**config.mk**
```make
export PLATFORM = sky130hd
export DESIGN_NAME = hc_mmio_responder
export DESIGN_NICKNAME = d
export VERILOG_FILES = /design/src/rtl/hc_mmio_responder_pkg.sv /design/src/rtl/hc_mmio_responder_cycle_counter.sv /design/src/rtl/hc_mmio_responder.sv
export SDC_FILE = /design/constraint.sdc
export NUM_CORES = 1
export LEC_CHECK = 0
export BUFFER_PORTS_ARGS = -buffer_cell sky130_fd_sc_hd__buf_2
export CAP_MARGIN = 10
export CORE_MARGIN = 2
export CORE_UTILIZATION = 25
export CTS_BUF_LIST = sky130_fd_sc_hd__clkbuf_4 sky130_fd_sc_hd__clkbuf_8 sky130_fd_sc_hd__clkbuf_16
export DETAILED_ROUTE_END_ITERATION = 6
export PLACE_DENSITY_LB_ADDON = 0.15
export SETUP_SLACK_MARGIN = 0.5
export SLEW_MARGIN = 10
export SYNTH_ARGS = -nofsm -noshare
export SYNTH_HDL_FRONTEND = slang
export SYNTH_SLANG_ARGS = --single-unit
```
**constraint.sdc**
```tcl
create_clock -name clk -period 5.2 [get_ports clk]
set_input_delay 1.04 -clock clk [delete_from_list [all_inputs] [get_ports clk]]
set_output_delay 1.04 -clock clk [all_outputs]
set_load 0.05 [all_outputs]
```
**src/rtl/hc_mmio_responder_pkg.sv**
```systemverilog
// hc_mmio_responder_pkg: CCI-P MMIO types, HardCloud CSR map and MMIO decode helpers
package hc_mmio_responder_pkg;
    typedef logic [15:0] t_ccip_mmioAddr;
    typedef logic [1:0]  t_ccip_mmioLen;
    typedef logic [8:0]  t_ccip_tid;
    typedef logic [63:0] t_ccip_mmioData;

    typedef struct packed {
        t_ccip_mmioAddr address;
        t_ccip_mmioLen  length;
        t_ccip_tid      tid;
    } t_ccip_c0_ReqMmioHdr;

    typedef struct packed {
        t_ccip_c0_ReqMmioHdr hdr;
        t_ccip_mmioData      data;
        logic                mmioRdValid;
        logic                mmioWrValid;
    } t_if_ccip_c0_Rx;

    typedef struct packed {
        t_ccip_tid tid;
    } t_ccip_c2_RspMmioHdr;

    typedef struct packed {
        t_ccip_c2_RspMmioHdr hdr;
        logic                mmioRdValid;
        t_ccip_mmioData      data;
    } t_if_ccip_c2_Tx;

    typedef enum logic [2:0] {HC_RD_IDLE, HC_RD_REQ, HC_RD_WAIT, HC_RD_DATA, HC_RD_DONE} t_rd_state;
    typedef enum logic [2:0] {HC_WR_IDLE, HC_WR_REQ, HC_WR_WAIT, HC_WR_DATA, HC_WR_DONE} t_wr_state;

    typedef struct packed {
        t_wr_state wr_state;
        t_rd_state rd_state;
        logic      done;
    } t_hc_status;

    localparam logic [15:0] HC_DFH         = 16'h000;
    localparam logic [15:0] HC_AFU_ID_L    = 16'h008;
    localparam logic [15:0] HC_AFU_ID_H    = 16'h010;
    localparam logic [15:0] HC_DSM_BASE    = 16'h110;
    localparam logic [15:0] HC_CONTROL     = 16'h118;
    localparam logic [15:0] HC_BUFFER_BASE = 16'h120;
    localparam logic [15:0] HC_STATUS      = 16'h140;
    localparam logic [15:0] HC_CYCLES      = 16'h148;
    localparam int          HC_BUFFER_SIZE = 2;
    localparam logic [31:0] HC_CONTROL_START = 32'h3;
    localparam logic [63:0] HC_DFH_WORD = {4'h1, 8'h0, 4'h0, 7'h0, 1'b1, 40'h0};

    function automatic logic hc_dsm_sel(t_if_ccip_c0_Rx rx);
        return rx.mmioWrValid && rx.hdr.address == HC_DSM_BASE >> 2;
    endfunction

    function automatic logic hc_control_sel(t_if_ccip_c0_Rx rx);
        return rx.mmioWrValid && rx.hdr.address == HC_CONTROL >> 2;
    endfunction

    // bit 0: qword write inside the buffer region, bit 1: size field (else address field)
    function automatic logic [1:0] hc_buffer_sel(t_if_ccip_c0_Rx rx);
        return {rx.hdr.address[1], rx.mmioWrValid && rx.hdr.address >= HC_BUFFER_BASE >> 2 && !rx.hdr.address[0]};
    endfunction

    function automatic logic [13:0] hc_buffer_which(t_if_ccip_c0_Rx rx);
        return 14'((rx.hdr.address - (HC_BUFFER_BASE >> 2)) >> 2);
    endfunction

    function automatic logic hc_mmio_rd_sel(t_if_ccip_c0_Rx rx);
        return rx.mmioRdValid;
    endfunction
endpackage

```
**src/rtl/hc_mmio_responder_cycle_counter.sv**
```systemverilog
// hc_cycle_counter: 64-bit wrapping run-cycle counter with synchronous clear
module hc_cycle_counter (
    input  logic        clk,
    input  logic        reset,
    input  logic        clear,
    input  logic        enable,
    output logic [63:0] count
);
    logic [63:0] r_count;

    // clear wins over enable so a restart always begins at zero
    always_ff @(posedge clk) begin
        r_count <= (reset || clear) ? '0 : r_count + (enable ? 64'd1 : 64'd0);
    end

    assign count = r_count;
endmodule

```
**src/rtl/hc_mmio_responder.sv**
```systemverilog
// hc_mmio_responder: CSR shadow and 2-cycle MMIO read responder; HC_CYCLE_COUNTER_EN adds the run-cycle counter at 0x148
module hc_mmio_responder
    import hc_mmio_responder_pkg::*;
#(
    parameter logic [63:0] AFU_ID_L    = 64'h0,
    parameter logic [63:0] AFU_ID_H    = 64'h0,
    parameter int          NUM_BUFFERS = HC_BUFFER_SIZE
) (
    input  logic           clk,
    input  logic           reset,
    input  t_if_ccip_c0_Rx rx_c0,
    output t_if_ccip_c2_Tx tx_c2,
    input  logic           status_done,
    input  t_rd_state      status_rd_state,
    input  t_wr_state      status_wr_state
);
    logic [63:0]    r_dsm;
    logic [31:0]    r_control;
    logic [41:0]    r_buf_addr [NUM_BUFFERS];
    logic [31:0]    r_buf_size [NUM_BUFFERS];
    logic           r_s1_valid;
    t_ccip_tid      r_s1_tid;
    t_ccip_mmioAddr r_s1_addr;
    t_ccip_mmioLen  r_s1_len;
    t_if_ccip_c2_Tx r_tx;
    logic [1:0]     w_buf_sel;
    logic [13:0]    w_buf_which;
    logic [14:0]    w_qidx;
    logic [63:0]    w_buf_word;
    logic [63:0]    w_qword;
    logic [63:0]    w_rdata;
    t_hc_status     w_status;

    assign w_buf_sel   = hc_buffer_sel(rx_c0);
    assign w_buf_which = hc_buffer_which(rx_c0);
    assign w_qidx      = r_s1_addr[15:1];
    assign w_status    = {status_wr_state, status_rd_state, status_done};

`ifdef HC_CYCLE_COUNTER_EN
    logic [63:0] w_cycles;

    hc_cycle_counter u_cycle_counter (
        .clk    (clk),
        .reset  (reset),
        .clear  (hc_control_sel(rx_c0) && rx_c0.data[31:0] == HC_CONTROL_START),
        .enable (r_control == HC_CONTROL_START && !status_done),
        .count  (w_cycles)
    );
`endif

    // shadow host CSR writes; buffer indices beyond NUM_BUFFERS simply match no slot
    always_ff @(posedge clk) begin
        if (reset) begin
            r_dsm     <= '0;
            r_control <= '0;
            for (int k = 0; k < NUM_BUFFERS; k++) begin
                r_buf_addr[k] <= '0;
                r_buf_size[k] <= '0;
            end
        end else begin
            if (hc_dsm_sel(rx_c0)) r_dsm <= rx_c0.data;
            if (hc_control_sel(rx_c0)) r_control <= rx_c0.data[31:0];
            for (int k = 0; k < NUM_BUFFERS; k++) begin
                if (w_buf_sel[0] && w_buf_which == 14'(k)) begin
                    if (w_buf_sel[1]) r_buf_size[k] <= rx_c0.data[31:0];
                    else r_buf_addr[k] <= rx_c0.data[41:0];
                end
            end
        end
    end

    // stage 1: capture the read request
    always_ff @(posedge clk) begin
        if (reset) begin
            r_s1_valid <= 1'b0;
            r_s1_tid   <= '0;
            r_s1_addr  <= '0;
            r_s1_len   <= '0;
        end else begin
            r_s1_valid <= hc_mmio_rd_sel(rx_c0);
            r_s1_tid   <= rx_c0.hdr.tid;
            r_s1_addr  <= rx_c0.hdr.address;
            r_s1_len   <= rx_c0.hdr.length;
        end
    end

    // select the addressed qword; fixed CSRs take precedence over the buffer window
    always_comb begin
        w_buf_word = '0;
        for (int k = 0; k < NUM_BUFFERS; k++) begin
            if (w_qidx == 15'((HC_BUFFER_BASE >> 3) + 2 * k)) w_buf_word = 64'(r_buf_addr[k]);
            if (w_qidx == 15'((HC_BUFFER_BASE >> 3) + 2 * k + 1)) w_buf_word = 64'(r_buf_size[k]);
        end
        case (w_qidx)
            15'(HC_DFH >> 3):      w_qword = HC_DFH_WORD;
            15'(HC_AFU_ID_L >> 3): w_qword = AFU_ID_L;
            15'(HC_AFU_ID_H >> 3): w_qword = AFU_ID_H;
            15'(HC_DSM_BASE >> 3): w_qword = r_dsm;
            15'(HC_CONTROL >> 3):  w_qword = 64'(r_control);
            15'(HC_STATUS >> 3):   w_qword = 64'(w_status);
`ifdef HC_CYCLE_COUNTER_EN
            15'(HC_CYCLES >> 3):   w_qword = w_cycles;
`endif
            default:               w_qword = w_buf_word;
        endcase
        w_rdata = (r_s1_len == 2'd0) ? {32'h0, r_s1_addr[0] ? w_qword[63:32] : w_qword[31:0]} : w_qword;
    end

    // stage 2: register the response onto c2
    always_ff @(posedge clk) begin
        if (reset) begin
            r_tx <= '0;
        end else begin
            r_tx.mmioRdValid <= r_s1_valid;
            r_tx.hdr.tid     <= r_s1_tid;
            r_tx.data        <= w_rdata;
        end
    end

    assign tx_c2 = r_tx;
endmodule
```
==> results.txt <==
post-synth cell types: 53
hold_buf cts: 0
vias in the first global route: 10600
worst-skew pair later-pin latency: 560 ps
# H-tree levels: 2
R2R Path Start: r_s1_addr[3]
power density over the cells: 369 nW/um^2
VDD IR max: 0.176 mV
register area share after synthesis: 61.6%
Static Leak: 0.00569 uW
final-layout fill cell count: 5550
DRC errors left: 0
CP Class: in -> reg
synthesis-stage register bit count: 346
share of layout cells above drive strength 1: 21.3%
Max Cap Viol: 0
outcome: finished clean
die height: 238 um
Final Hold Viols: 0
pre-CTS setup slack: 1040 ps
diode count: 0
DIE WIDTH: 238 um
drt pass-1 iters: 5
CP max FO: 46
CTS Buffer Depth: 3
dominant synthesized flop cell: dfxtp_1
Initial DRC Count: 647
GRT Util Overall: 16.4%
final setup TNS: 0 ps
GRT Residual Overflow: 0
starting density of the core: 25.3%
largest net degree at the start of global routing: 106
Sink Count: 346
Core Area: 53900 sq um
RSZ-0062 raised after global routing: false
f_max: 280 MHz
CP startpoint: rx_c0[88]
Hold Crit Class: reg -> reg
Post CTS Setup Buffer Count: 0
asr flop ratio synth: 0%
port bufs: 175
row count: 85
relative slew slack: 22.3%
commonest non-fill, non-tap cell in the layout: nand2_1
Worst Skew: 11.3 ps
nets@finish: 1529
Final ANT Viol Nets: 0
Post-DP HPWL: 28400 um
Clock transition at path regs: 50 ps
full die area: 56400 sq um
CTS tree: done
WL/cell: 21.7 um
Cell Area, Synth: 13600 sq um
via count: 10400
Final Worst Setup Slack: 1630 ps
most frequent cells in the layout: 202 x nand2_1, 198 x dfxtp_1, 174 x buf_2, 148 x edfxtp_1, 132 x a21oi_1
CTS Buf Count: 41
WP data required: 5390 ps
io pins: 176
Gate Count Post-Synth: 1292
Final min period: 3570 ps
crit path DAT: 3760 ps
endpoint class of the critical path: flop
initial antenna violation count: 1
Syn Nets: 1395
worst hold start: r_s1_tid[5]
startpoint types: primary input
RD Place Congestion: 0.752
P&R area growth vs syn: 21.8%
EDFF count, synth: 148
Syn Area/Cell: 10.6 sq um
wire length of the first global-routing pass: 69700 um
Slew @ Worst Pin: 1170 ps
vias per cell: 4.83
WL final: 46700 um
PostCTS Resize Cnt: 0
clock root buffer: clkbuf_16
Final Max Tran Viols: 0
Final period util: 68.7%
Final Setup Violations: 0
Synth Warn #: 0
## cell type report
| cell class | instances | area [sq um] | share of cell area, % |
|---|---|---|---|
| Sequential cell | 346 | 8410 | 50.6 |
| Multi-Input combinational cell | 826 | 4880 | 29.4 |
| Clock buffer | 58 | 1180 | 7.10 |
| Timing Repair Buffer | 205 | 1120 | 6.74 |
| Tap cell | 696 | 871 | 5.24 |
| Clock inverter | 14 | 131 | 0.791 |
| Inverter | 6 | 22.5 | 0.136 |
## where the power goes
| part | leakage (uW) | internal [uW] | switching (uW) | total [uW] |
|---|---|---|---|---|
| logic | 0.00200 | 114 | 262 | 376 |
| registers | 0.00301 | 2910 | 30.2 | 2940 |
| clock network | 0.000670 | 1680 | 1140 | 2820 |
| total | 0.00569 | 4700 | 1430 | 6130 |
## kinds of logic (layout without fill, tap and decap cells)
family | count (synthesis) | in the layout | share of synthesized area (%)
buffers and inverters | 120 | 283 | 3.33
AO/OA/AOI/OAI | 295 | 295 | 13.7
adder cells (fa/ha/maj) | 1 | 1 | 0.0917
XOR/XNOR | 1 | 1 | 0.0642
AND/OR/NAND/NOR | 507 | 507 | 19.4
flip-flops | 346 | 346 | 61.6
multiplexers | 22 | 22 | 1.70
## per-layer routing
| metal | up-vias | wire length, um | track usage, % |
|---|---|---|---|
| li1 | 4967 | - | - |
| met1 | 5148 | 21400 | 22.2 |
| met2 | 208 | 22500 | 27.3 |
| met3 | 55 | 2000 | 2.89 |
| met4 | 2 | 729 | 3.66 |
| met5 | - | 11 | 0 |
## cells in the mapped netlist, types with 6 or more instances
cell / number / area (sq um)
a211oi_1: 24 / 180
mux2i_1: 13 / 130
inv_1: 6 / 22.5
a21oi_1: 132 / 661
nor4_1: 81 / 507
nor2b_1: 36 / 225
dfxtp_1: 198 / 3960
nand2b_1: 79 / 494
a221oi_1: 37 / 324
nand3_1: 7 / 35.0
and2_1: 21 / 131
nor2_1: 33 / 124
buf_1: 10 / 37.5
edfxtp_1: 148 / 4440
o21ai_0: 31 / 155
mux2_2: 9 / 101
nand2_1: 203 / 762
a22oi_1: 56 / 420
clkbuf_1: 101 / 379
## flip-flops by register name, summed over array words and instances (netlist names)
signal and flops:
r_s1_len 2, r_control 32, r_s1_valid 1, r_s1_tid 9, tx_c2 74, r_dsm 64, r_s1_addr 16, r_buf_addr 84
r_buf_size 64
## through the flow
stage / hold WS [ps] / total power, uW / utilization (%) / cell area, sq um / std cells
global placement: 418 / 3380 / 28.4 / 15300 / 2079
finish: 431 / 6130 / 30.8 / 16600 / 2151
CTS: 433 / 6230 / 30.8 / 16600 / 2151
detailed placement: 420 / 3380 / 28.4 / 15300 / 2079
floorplan: 414 / 3200 / - / 13600 / 1292
global route: 452 / 6370 / 30.8 / 16600 / 2151
## final timing paths
| check | cells after the start | endpoint | slack [ps] |
|---|---|---|---|
| worst max-delay path | 8 | r_buf_size[0][47] | 1630 |
| worst min-delay path | 1 | tx_c2[70] | 430 |
| worst max register to register | 5 | tx_c2[10] | 1750 |
| worst min register to register | 1 | tx_c2[70] | 430 |
## worst max-delay path: stages
cell       delay (ps)
buf_2             660
nor4_1            200
or3_1             390
a21boi_1          230
o2111ai_4         150
buf_4             360
o21bai_4          200
buf_4             480
(Power assumes the default switching activity.)
